$ cat src/rtl/logic_gate_unit_if.sv
// Streaming handshake bundle for logic_gate_unit: valid/ready input beat
// with operands and control, valid/ready output with result and status.
interface logic_gate_unit_if #(
  parameter int WIDTH = 8,
  parameter int CNT_W = 5
);
  logic             in_valid;
  logic             in_ready;
  logic [WIDTH-1:0] a;
  logic [WIDTH-1:0] b;
  logic [2:0]       op;
  logic             mode;
  logic             last;
  logic             out_valid;
  logic             out_ready;
  logic [WIDTH-1:0] y;
  logic             y_any;
  logic             y_all;
  logic [CNT_W-1:0] beats;
  logic             err;

  modport master (
    output in_valid, a, b, op, mode, last, out_ready,
    input  in_ready, out_valid, y, y_any, y_all, beats, err
  );

  modport slave (
    input  in_valid, a, b, op, mode, last, out_ready,
    output in_ready, out_valid, y, y_any, y_all, beats, err
  );
endinterface

$ cat src/rtl/logic_gate_unit.sv
// Registered bitwise gate engine: per-beat pairwise gates or a gate folded
// across a multi-beat frame, with valid/ready on both sides.
module logic_gate_unit #(
  parameter int WIDTH     = 8,
  parameter int MAX_BEATS = 16,
  parameter int CNT_W     = $clog2(MAX_BEATS + 1)
) (
  input logic             clk,
  input logic             rst_n,
  logic_gate_unit_if.slave gif
);
  localparam logic [2:0] OP_OR   = 3'd0;
  localparam logic [2:0] OP_AND  = 3'd1;
  localparam logic [2:0] OP_NOTA = 3'd2;
  localparam logic [2:0] OP_NOR  = 3'd3;
  localparam logic [2:0] OP_NAND = 3'd4;
  localparam logic [2:0] OP_XOR  = 3'd5;
  localparam logic [2:0] OP_XNOR = 3'd6;
  localparam logic [2:0] OP_BUFA = 3'd7;

  typedef enum logic {S_IDLE, S_ACCUM} state_t;

  state_t           state_q;
  logic [2:0]       frame_op_q;
  logic [WIDTH-1:0] acc_q;
  logic [CNT_W-1:0] cnt_q;
  logic [WIDTH-1:0] y_q;
  logic [CNT_W-1:0] beats_q;
  logic             err_q;
  logic             out_valid_q;

  logic             in_ready;
  logic             accept;
  logic             in_frame;
  logic [2:0]       eff_op;
  logic [WIDTH-1:0] pair_y;
  logic [WIDTH-1:0] acc_d;
  logic [CNT_W-1:0] cnt_d;
  logic             close;
  logic [WIDTH-1:0] emit_y;

  assign in_ready = !out_valid_q || gif.out_ready;
  assign accept   = gif.in_valid && in_ready;
  // An open frame swallows every beat until it closes, whatever mode says.
  assign in_frame = (state_q == S_ACCUM) || gif.mode;
  assign eff_op   = (state_q == S_ACCUM) ? frame_op_q : gif.op;

  always_comb begin
    pair_y = gif.a;
    case (gif.op)
      OP_OR:   pair_y = gif.a | gif.b;
      OP_AND:  pair_y = gif.a & gif.b;
      OP_NOTA: pair_y = ~gif.a;
      OP_NOR:  pair_y = ~(gif.a | gif.b);
      OP_NAND: pair_y = ~(gif.a & gif.b);
      OP_XOR:  pair_y = gif.a ^ gif.b;
      OP_XNOR: pair_y = ~(gif.a ^ gif.b);
      OP_BUFA: pair_y = gif.a;
      default: pair_y = gif.a;
    endcase
  end

  always_comb begin
    acc_d = gif.a;
    cnt_d = CNT_W'(1);
    if (state_q == S_ACCUM) begin
      cnt_d = cnt_q + CNT_W'(1);
      case (frame_op_q)
        OP_OR,  OP_NOR:  acc_d = acc_q | gif.a;
        OP_AND, OP_NAND: acc_d = acc_q & gif.a;
        OP_XOR, OP_XNOR: acc_d = acc_q ^ gif.a;
        default:         acc_d = gif.a;
      endcase
    end
    close = gif.last || (cnt_d == CNT_W'(MAX_BEATS));
    case (eff_op)
      OP_NOR, OP_NAND, OP_XNOR, OP_NOTA: emit_y = ~acc_d;
      default:                           emit_y = acc_d;
    endcase
  end

  always_ff @(posedge clk or negedge rst_n) begin
    if (!rst_n) begin
      state_q     <= S_IDLE;
      frame_op_q  <= 3'd0;
      acc_q       <= '0;
      cnt_q       <= '0;
      y_q         <= '0;
      beats_q     <= '0;
      err_q       <= 1'b0;
      out_valid_q <= 1'b0;
    end else if (accept) begin
      if (!in_frame) begin
        y_q         <= pair_y;
        beats_q     <= CNT_W'(1);
        err_q       <= 1'b0;
        out_valid_q <= 1'b1;
      end else begin
        if (state_q == S_IDLE) frame_op_q <= gif.op;
        acc_q <= acc_d;
        cnt_q <= cnt_d;
        if (close) begin
          state_q     <= S_IDLE;
          y_q         <= emit_y;
          beats_q     <= cnt_d;
          err_q       <= !gif.last;
          out_valid_q <= 1'b1;
        end else begin
          state_q <= S_ACCUM;
          if (gif.out_ready) out_valid_q <= 1'b0;
        end
      end
    end else if (gif.out_ready) begin
      out_valid_q <= 1'b0;
    end
  end

  assign gif.in_ready  = in_ready;
  assign gif.out_valid = out_valid_q;
  assign gif.y         = y_q;
  assign gif.y_any     = |y_q;
  assign gif.y_all     = &y_q;
  assign gif.beats     = beats_q;
  assign gif.err       = err_q;
endmodule

$ cat src/flat_wrapper.sv
// flat-port wrapper written by rule: the top's interface ports become plain ports
module logic_gate_unit_flat 
#(
  parameter int WIDTH     = 8,
  parameter int MAX_BEATS = 16,
  parameter int CNT_W     = $clog2(MAX_BEATS + 1)
)
  (clk, rst_n, gif_in_valid, gif_a, gif_b, gif_op, gif_mode, gif_last, gif_out_ready, gif_in_ready, gif_out_valid, gif_y, gif_y_any, gif_y_all, gif_beats, gif_err);
  logic_gate_unit_if #(.WIDTH(WIDTH), .CNT_W(CNT_W)) gif_i ();
  input logic clk;
  input logic rst_n;
  input wire logic [$bits(gif_i.in_valid)-1:0] gif_in_valid;
  input wire logic [$bits(gif_i.a)-1:0] gif_a;
  input wire logic [$bits(gif_i.b)-1:0] gif_b;
  input wire logic [$bits(gif_i.op)-1:0] gif_op;
  input wire logic [$bits(gif_i.mode)-1:0] gif_mode;
  input wire logic [$bits(gif_i.last)-1:0] gif_last;
  input wire logic [$bits(gif_i.out_ready)-1:0] gif_out_ready;
  output wire logic [$bits(gif_i.in_ready)-1:0] gif_in_ready;
  output wire logic [$bits(gif_i.out_valid)-1:0] gif_out_valid;
  output wire logic [$bits(gif_i.y)-1:0] gif_y;
  output wire logic [$bits(gif_i.y_any)-1:0] gif_y_any;
  output wire logic [$bits(gif_i.y_all)-1:0] gif_y_all;
  output wire logic [$bits(gif_i.beats)-1:0] gif_beats;
  output wire logic [$bits(gif_i.err)-1:0] gif_err;
  assign gif_i.in_valid = gif_in_valid;
  assign gif_i.a = gif_a;
  assign gif_i.b = gif_b;
  assign gif_i.op = gif_op;
  assign gif_i.mode = gif_mode;
  assign gif_i.last = gif_last;
  assign gif_i.out_ready = gif_out_ready;
  assign gif_in_ready = gif_i.in_ready;
  assign gif_out_valid = gif_i.out_valid;
  assign gif_y = gif_i.y;
  assign gif_y_any = gif_i.y_any;
  assign gif_y_all = gif_i.y_all;
  assign gif_beats = gif_i.beats;
  assign gif_err = gif_i.err;
  logic_gate_unit #(.WIDTH(WIDTH), .MAX_BEATS(MAX_BEATS), .CNT_W(CNT_W)) u_core (.clk(clk), .rst_n(rst_n), .gif(gif_i));
endmodule
$ cat config.mk
export PLATFORM = sky130hd
export DESIGN_NAME = logic_gate_unit_flat
export DESIGN_NICKNAME = d
export VERILOG_FILES = /design/src/rtl/logic_gate_unit_if.sv /design/src/rtl/logic_gate_unit.sv /design/src/flat_wrapper.sv
export SDC_FILE = /design/constraint.sdc
export NUM_CORES = 1
export LEC_CHECK = 0
export ABC_CLOCK_PERIOD_IN_PS = 4900
export CAP_MARGIN = 0
export CORE_MARGIN = 5
export CORE_UTILIZATION = 60
export DETAILED_ROUTE_END_ITERATION = 10
export PLACE_DENSITY = 0.86
export SLEW_MARGIN = 10
export SYNTH_ARGS = -nofsm -noshare
export SYNTH_HDL_FRONTEND = slang
export SYNTH_SLANG_ARGS = --single-unit
$ cat constraint.sdc
create_clock -name clk -period 4.9 [get_ports clk]
set_input_delay 0.735 -clock clk [delete_from_list [all_inputs] [get_ports clk]]
set_output_delay 0.735 -clock clk [all_outputs]
set_load 0.1 [all_outputs]
* Word level (Yosys, flattened, before mapping)
Cells that the tools add are included.
** Storage, ports and cells
- Bits in latches :: 0
- Bits in read-only memories :: 0
- Memories :: 0
- Register bits :: 32
- Word-level logic and storage cells :: 71
- Output and inout bits :: 18
- Memory bits (writable) :: 0
** Operators by class
- Bitwise operators :: 11
- Muxes and demuxes :: 17
- Multipliers :: 0
- Reduce and logical (&&, ||, !) cells :: 16
- Add/sub/neg operators :: 1
- Eq/ne operators :: 18
- Div/mod/pow operators :: 0
- Shift-type cells :: 0
- Order comparisons :: 0
** Operator list (count)
- $pmux W8 S8 :: 1
- $not A8 Y8 :: 5
- $mux W8 :: 4
- $eq A3 B3 Y1 const B :: 9
- $pmux W8 S3 :: 1
- $and A8 B8 Y8 :: 2
- $or A8 B8 Y8 :: 2
- $xor A8 B8 Y8 :: 2
- $eq A3 B2 Y1 const B :: 5
- $mux W5 :: 3
- $reduce_and A8 Y1 :: 1
- $reduce_or A8 Y1 :: 1
- $mux W1 :: 7
- $eq A3 B1 Y1 const B :: 2
- $logic_not A3 Y1 :: 2
- $reduce_or A2 Y1 :: 3
- $add A5 B1 Y5 const B :: 1
- $eq A5 B5 Y1 const B :: 1
- $reduce_and A2 Y1 :: 2
- $reduce_or A4 Y1 :: 1
- $logic_or A1 B1 Y1 :: 3
- $mux W3 :: 1
- $logic_not A1 Y1 :: 2
- $ne A2 B2 Y1 const B :: 1
- $logic_and A1 B1 Y1 :: 1

* Longest topological paths before layout
Gate-level depths: netlist (run 1).
- Word-level depth :: 8
- Depth in mapped cells :: 8

* Worst setup path after synthesis (run 1)
Ideal clock, no wire load.
- Path type :: reg2out
- Start point :: register u_core.y_q[6], in the netlist u_core.gif.y[6]
- End point :: output port gif_y_all
- Arrival :: 2.414 ns
- Path buffers :: 0
- Slack :: 1.751 ns
- Cell stages (with the launch flop) :: 3
- Path through :: dfrtp_1 > nand4_1 > nor2_1
** Between the ends
- Cells in the longest elaborated chain, start to end :: 1
** Ends and longest elaborated chain
- start, declared :: RTL line logic_gate_unit.sv:27 : logic [WIDTH-1:0] y_q;
- start signal, assigned :: RTL line logic_gate_unit.sv:94 : y_q <= pair_y;
- start signal, assigned :: RTL line logic_gate_unit.sv:104 : y_q <= emit_y;
- $reduce_and A8 Y1 :: RTL line logic_gate_unit.sv:122 : assign gif.y_all = &y_q;
- end, declared :: RTL line flat_wrapper.sv:23 : output wire logic [$bits(gif_i.y_all)-1:0] gif_y_all;
Every way passes these cells.

* Worst setup path after layout (run 1)
- Start point :: input port gif_out_ready
- End point :: output port gif_in_ready
** Between the ends
- Cells in the longest elaborated chain, start to end :: 1
** Ends and longest elaborated chain
- start, declared :: RTL line flat_wrapper.sv:18 : input wire logic [$bits(gif_i.out_ready)-1:0] gif_out_ready;
- $logic_or A1 B1 Y1 :: RTL line logic_gate_unit.sv:42 : assign in_ready = !out_valid_q || gif.out_ready;
- end, declared :: RTL line flat_wrapper.sv:19 : output wire logic [$bits(gif_i.in_ready)-1:0] gif_in_ready;
Every way passes these cells.

==> summary.txt, run 1 <==
Outcome
  • Status: finished clean

Timing
  • Worst Skew: 0.0133 ns
  • Final Slew Violations: 0
  • Rel. slew slack: 34.9%
  • Peak Freq: 310 MHz
  • Final TNS setup: 0 ns
  • Hold Violations, Final: 0
  • Final setup vio count: 0
  • Fin crit period: 3.22 ns
  • Unrepaired setup endpoints after global routing: no
  • Hold slack: 0.487 ns
  • Slew @ Worst Pin: 0.974 ns
  • Final period util: 65.8%

Synth
  • Number of distinct library cells after synthesis: 53
  • #FFs+latches synth: 32
  • Synth Warn #: 0
  • Post-synthesis cell count: 367
  • Number of synthesized flops with an enable pin: 0
  • Synth top area cells: dfrtp_1 26%, ha_1 13%, o21ai_0 4.5%, mux2_2 4.4%, nand2_1 4.1%
  • Share of the yosys chip area belonging to registers: 25.8%
  • Count leader, synth: nand2_1
  • Post-synthesis mux area share: 7.91%
  • Synthesized Nets: 425
  • Post-synthesis xor/xnor area fraction: 3.91%
  • Largest family of logic cells by synthesized area: compound AO/OA/AOI/OAI gates
  • Main synth FF type: dfrtp_1
  • Synth top area share: 25.8%
  • Synth Area in Compound Gates: 25.3%
  • Synth Area in Simple Gates: 16.6%
  • Synthesized-area fraction occupied by adder cells: 13.3%
  • Most frequent cells after synthesis: 34 x nand2_1, 33 x ha_1, 32 x dfrtp_1
  • Ys async rst share: 100%
  • Post-Syn Area per Cell: 8.45 µm²
  • Mapped Area: 0.00310 mm²
  • Cell taking the most area after synthesis: dfrtp_1

Power and ir drop
  • Sequential power share: 25.7%
  • Internal power: 0.000963 W
  • Clock power frac: 12.8%
  • Comb pwr share: 61.5%
  • P per Cell Area: 562 mW/mm²
  • P_leak: 1.60 nW
  • Maximum VDD drop: 0.312 mV
  • Switch share: 52.9%
  • Net switching power: 0.00108 W

Floorplan
  • # IOs: 43
  • Initial core utilization: 61.1%
  • Die H: 81.9 µm
  • Chip Width: 81.9 µm
  • Total Die Area: 0.00671 mm²
  • Core Area: 0.00507 mm²
  • Row count: 26

Clocking
  • CTS resizes: 0
  • CTS Hold Bufs: 0
  • Cts bufs inserted: 5
  • Post-CTS Setup Inserts: 0
  • Clk slew on worst S/H paths: 0.07 ns
  • Sink Count: 32
  • Clock Latency Late Sink: 0.30 ns
  • CTS tree: yes
  • Clock Tree Buf Depth: 2
  • H-tree level count: 2
  • Root Driver: clkbuf_8

Detailed routing
  • Met2 Wirelength: 3670 µm
  • Drt pass-1 iters: 5
  • Via count: 2927
  • # DRC: 0
  • Highest Signal Layer: met4
  • Vias per inst: 6.23
  • Antenna-violating nets left: 0
  • DR WL met3: 789 µm
  • Final WL: 7700 µm
  • First DRT Iteration DRCs: 243
  • DR WL/cell: 16.4 µm
  • Post-Route M1 WL: 3180 µm

Worst setup path
  • WP depth: 3
  • Crit-path leading delay family: buffers and inverters
  • Worst r2r path cells: 6
  • Crit path top cell by count: clkdlybuf4s50_1
  • Worst path buffer plus inverter count: 2
  • Kind of critical path: input port to primary output
  • Req. time, crit path: 4.16 ns
  • Crit path largest cell delay: 1.15 ns
  • Worst setup EP type: primary output
  • Crit path DAT: 2.49 ns
  • Slowest-stage cell, CP: clkdlybuf4s50_1
  • Max Fanout on Critical Path: 4
  • Worst-path cell chain: clkdlybuf4s50_1 -> nand2b_1 -> clkdlybuf4s50_1
  • FF-to-FF setup slack: 2.29 ns
  • Startpoint types: input port

Global route
  • Largest net degree at the start of global routing: 33
  • Initial antenna violation count: 0
  • Total GRT Usage: 24.7%
  • Global route overflow: 0
  • First-pass GRT wire length: 12800 µm
  • Vias in the first global route: 2778

Final layout
  • FILL cells: 396
  • Antenna cells: 0
  • Share of layout cells above drive strength 1: 8.75%
  • Syn-to-layout area delta: 17.3%
  • Fin nets: 457

Run
  • Maxcap violations: 0

Place
  • RD Place Congestion: 0.895
  • Hpwl dp: 5930 µm
  • I/O Buffers: 42

Min path
  • Hold Crit Class: flip-flop to flip-flop
  • Hold path depth: 2
[cell families (layout without fill, tap and decap cells)]
family | count (synthesis) | after routing
DFF | 32 | 32
buffers and inverters | 51 | 84
muxes | 20 | 20
xor gates and xnor gates | 13 | 13
AOI/OAI and AO/OA | 111 | 111
and+or+nand+nor | 107 | 107
adders and majority gates | 33 | 33
[area by class of cell]
class	count	area (µm²)	share of cell area, %
Multi-Input combinational cell	284	2080	57.2
Sequential cell	32	801	22.0
Timing Repair Buffer	44	435	12.0
Inverter	32	120	3.30
Tap cell	70	87.6	2.41
Clock buffer	5	68.8	1.89
Clock inverter	3	42.5	1.17
[state kept, by name (all words and copies together) (netlist names)]
name and cells:
u_core.acc_q 8, u_core.cnt_q 5, u_core.frame_op_q 3, u_core.gif.beats 5, u_core.gif.err 1, u_core.gif.out_valid 1, u_core.gif.y 8, u_core.state_q 1
[metal layers]
metal  vias up  track usage, %
met2       158            40.3
met3         9            5.37
li1       1403               -
met5         -               0
met1      1357            32.6
met4         0            7.14
[layout by cell type (no fill, tap or decap), types with 11 or more instances in the layout]
cell and count:
nand2_1 34, mux2_2 12, clkdlybuf4s50_1 42, o21ai_0 28
dfrtp_1 32, a21oi_1 21, ha_1 33, nor3_1 11
inv_1 31, nor2_1 23
[worst min-delay path: stages, from the launching register on]
cell,delay (ns)
dfrtp_1,0.35
nand2_1,0.06
nand2_1,0.05
[stage by stage]
step	cells	total power, W	utilization, %	setup slack, ns	area (µm²)
3_5_place_dp	462	0.00178	69.5	1.66	3520
5_1_grt	470	0.00218	71.6	1.58	3640
2_1_floorplan	367	0.00149	-	1.75	3100
6_report	470	0.00204	71.6	1.68	3640
4_1_cts	470	0.00204	71.6	1.67	3640
3_3_place_gp	462	0.00173	69.5	1.70	3520
[power groups by stage]
stage | Clock, W | Combinational (W) | Sequential [W]
2_1_floorplan | 0 | 0.000667 | 0.000823
3_3_place_gp | 0 | 0.00121 | 0.000519
3_5_place_dp | 0 | 0.00125 | 0.000530
4_1_cts | 0.000265 | 0.00125 | 0.000524
5_1_grt | 0.000276 | 0.00135 | 0.000550
6_report | 0.000262 | 0.00126 | 0.000526
[path summary, 6_finish.rpt]
check / from / end
worst max-delay path: gif_out_ready / gif_in_ready
worst min-delay path: u_core.gif.beats[2] / u_core.gif.beats[2]
worst max register to register: u_core.frame_op_q[2] / u_core.gif.y[6]
worst min register to register: u_core.gif.beats[2] / u_core.gif.beats[2]
max in group asynchronous: rst_n / u_core.acc_q[5]
min in group asynchronous: rst_n / u_core.gif.y[3]
(Power assumes the default switching activity.)
==> inputs of run 2 (changes only) <==
ABC_CLOCK_PERIOD_IN_PS = 2940   (was 4900)
CORE_UTILIZATION = 51   (was 60)
PLACE_DENSITY = 0.78   (was 0.86)
clock period = 2.94 ns   (was 4.9 ns; I/O delays follow)
==> summary.txt, run 2 (synthesized netlist as in run 1, its figures left out) <==
Power and ir drop
  • Sequential power share: 25.1%
  • Switch share: 53.3%
  • PnR Total Power: 0.00347 W
  • P per Cell Area: 932 mW/mm²
  • Comb pwr share: 62.7%
  • Internal power: 0.00162 W
  • P_leak: 1.70 nW
  • Clock power frac: 12.2%
  • Net switching power: 0.00185 W
  • Maximum VDD drop: 0.732 mV

Place
  • I/O Buffers: 42
  • Hpwl dp: 6710 µm
  • RD Place Congestion: 0.866

Global route
  • Vias in the first global route: 3094
  • GR Util met2: 39.9%
  • GRT met3 Usage: 4.70%
  • Met1 Use GR: 33.5%
  • Largest net degree at the start of global routing: 33
  • First-pass GRT wire length: 15100 µm
  • Total GRT Usage: 24.8%
  • Global route overflow: 0
  • Top Usage Layer GRT: met2
  • Initial antenna violation count: 0

Timing
  • Slew @ Worst Pin: 0.585 ns
  • Final Slew Violations: 0
  • Final setup vio count: 0
  • Fin crit period: 2.58 ns
  • Unrepaired setup endpoints after global routing: no
  • Worst Skew: 0.00273 ns
  • Final TNS setup: 0 ns
  • Peak Freq: 387 MHz
  • Rel. slew slack: 60.0%
  • Hold Violations, Final: 0
  • Final period util: 87.9%
  • Hold slack: 0.479 ns

Detailed routing
  • # DRC: 0
  • Vias per inst: 6.31
  • Via count: 3103
  • Final WL: 9080 µm
  • DR WL/cell: 18.4 µm
  • First DRT Iteration DRCs: 328
  • Drt pass-1 iters: 5
  • Antenna-violating nets left: 0

Worst setup path
  • Reg-to-reg startpoint: u_core.cnt_q[0]
  • Worst setup EP type: flip-flop
  • Worst r2r path cells: 7
  • Startpoint types: input port
  • Kind of critical path: input port to flip-flop
  • Req. time, crit path: 3.10 ns
  • Max Fanout on Critical Path: 5
  • Crit path DAT: 2.74 ns
  • FF-to-FF setup slack: 0.64 ns
  • RR Endpoint: u_core.gif.y[5]

Floorplan
  • # IOs: 43
  • Core Area: 0.00592 mm²
  • Total Die Area: 0.00774 mm²
  • Chip Width: 88.0 µm
  • Die H: 88.0 µm
  • Initial core utilization: 52.4%
  • Row count: 28

Clocking
  • Clk slew on worst S/H paths: 0.07 ns
  • Post-CTS Setup Inserts: 0
  • Sink Count: 32
  • Cts bufs inserted: 5
  • Clock Latency Late Sink: 0.29 ns
  • CTS Hold Bufs: 0
  • Root Driver: clkbuf_8
  • H-tree level count: 2
  • CTS resizes: 0
  • CTS tree: yes
  • Clock Tree Buf Depth: 2

Final layout
  • FILL cells: 509
  • Syn-to-layout area delta: 20.1%
  • Fin nets: 474
  • Antenna cells: 0
  • FF/Latch Area: 801 µm²
  • Most frequent cells in the layout: 37 x buf_4, 34 x nand2_1, 33 x ha_1
  • Fin util: 62.9%
  • Share of layout cells above drive strength 1: 16.8%
  • Commonest non-fill, non-tap cell in the layout: buf_4
  • Footprint of the multi-input gates: 0.00208 mm²

Min path
  • Hold path depth: 2
  • Hold Crit Class: flip-flop to flip-flop
  • HP Start: u_core.gif.beats[4]
  • Hold EP: u_core.gif.beats[4]

Outcome
  • Status: finished clean

Run
  • Maxcap violations: 0
run 2: critical path, stage by stage:
cell,delay [ns]
clkdlybuf4s50_1,0.58
inv_1,0.15
ha_1,0.33
and3_1,0.19
a2111oi_0,0.53
a221oi_2,0.10
xnor2_1,0.18
a21oi_1,0.17
o21ai_1,0.07
run 2: metal layers:
metal,part of all wire [%],wire length (µm),up-vias
li1,-,-,1431
met1,43,3880,1479
met2,47,4270,176
met3,8.4,761,17
met4,1.9,168,0
met5,0,0,-
run 2: layout make-up:
cell class,count,share of cell area [%]
clock buffers,6,1.95
flip-flops and latches,32,21.5
inverters,32,3.23
well taps,75,2.52
multi-input cells,284,55.9
clock inverters,2,0.941
repair buffers,61,13.9
run 2: how the worst max path moves through the flow:
| stage | slack, ns | start | cells after the start | to |
|---|---|---|---|---|
| floorplan | 0.09 | u_core.gif.y[6] | 2 | gif_y_all |
| global placement | 0.26 | gif_a[7] | 9 | u_core.gif.y[7] |
| detailed placement | 0.12 | gif_a[7] | 9 | u_core.gif.y[7] |
| CTS | 0.41 | gif_a[7] | 9 | u_core.gif.y[7] |
| global route | 0.16 | gif_a[7] | 9 | u_core.gif.y[7] |
| finish | 0.36 | gif_a[7] | 9 | u_core.gif.y[7] |
run 2: metrics by stage:
step | instance area [µm²] | setup WS (ns) | instances
floorplan | 3100 | 0.0853 | 367
global placement | 3620 | 0.259 | 484
detailed placement | 3620 | 0.118 | 484
CTS | 3720 | 0.407 | 492
global route | 3720 | 0.155 | 492
finish | 3720 | 0.356 | 492
run 2: power groups by stage:
stage	sequential, W	clock (W)	combinational, W
2_1_floorplan	0.00137	0	0.00111
3_3_place_gp	0.000853	0	0.00209
3_5_place_dp	0.000868	0	0.00215
4_1_cts	0.000860	0.000431	0.00216
5_1_grt	0.000891	0.000445	0.00235
6_report	0.000872	0.000423	0.00218
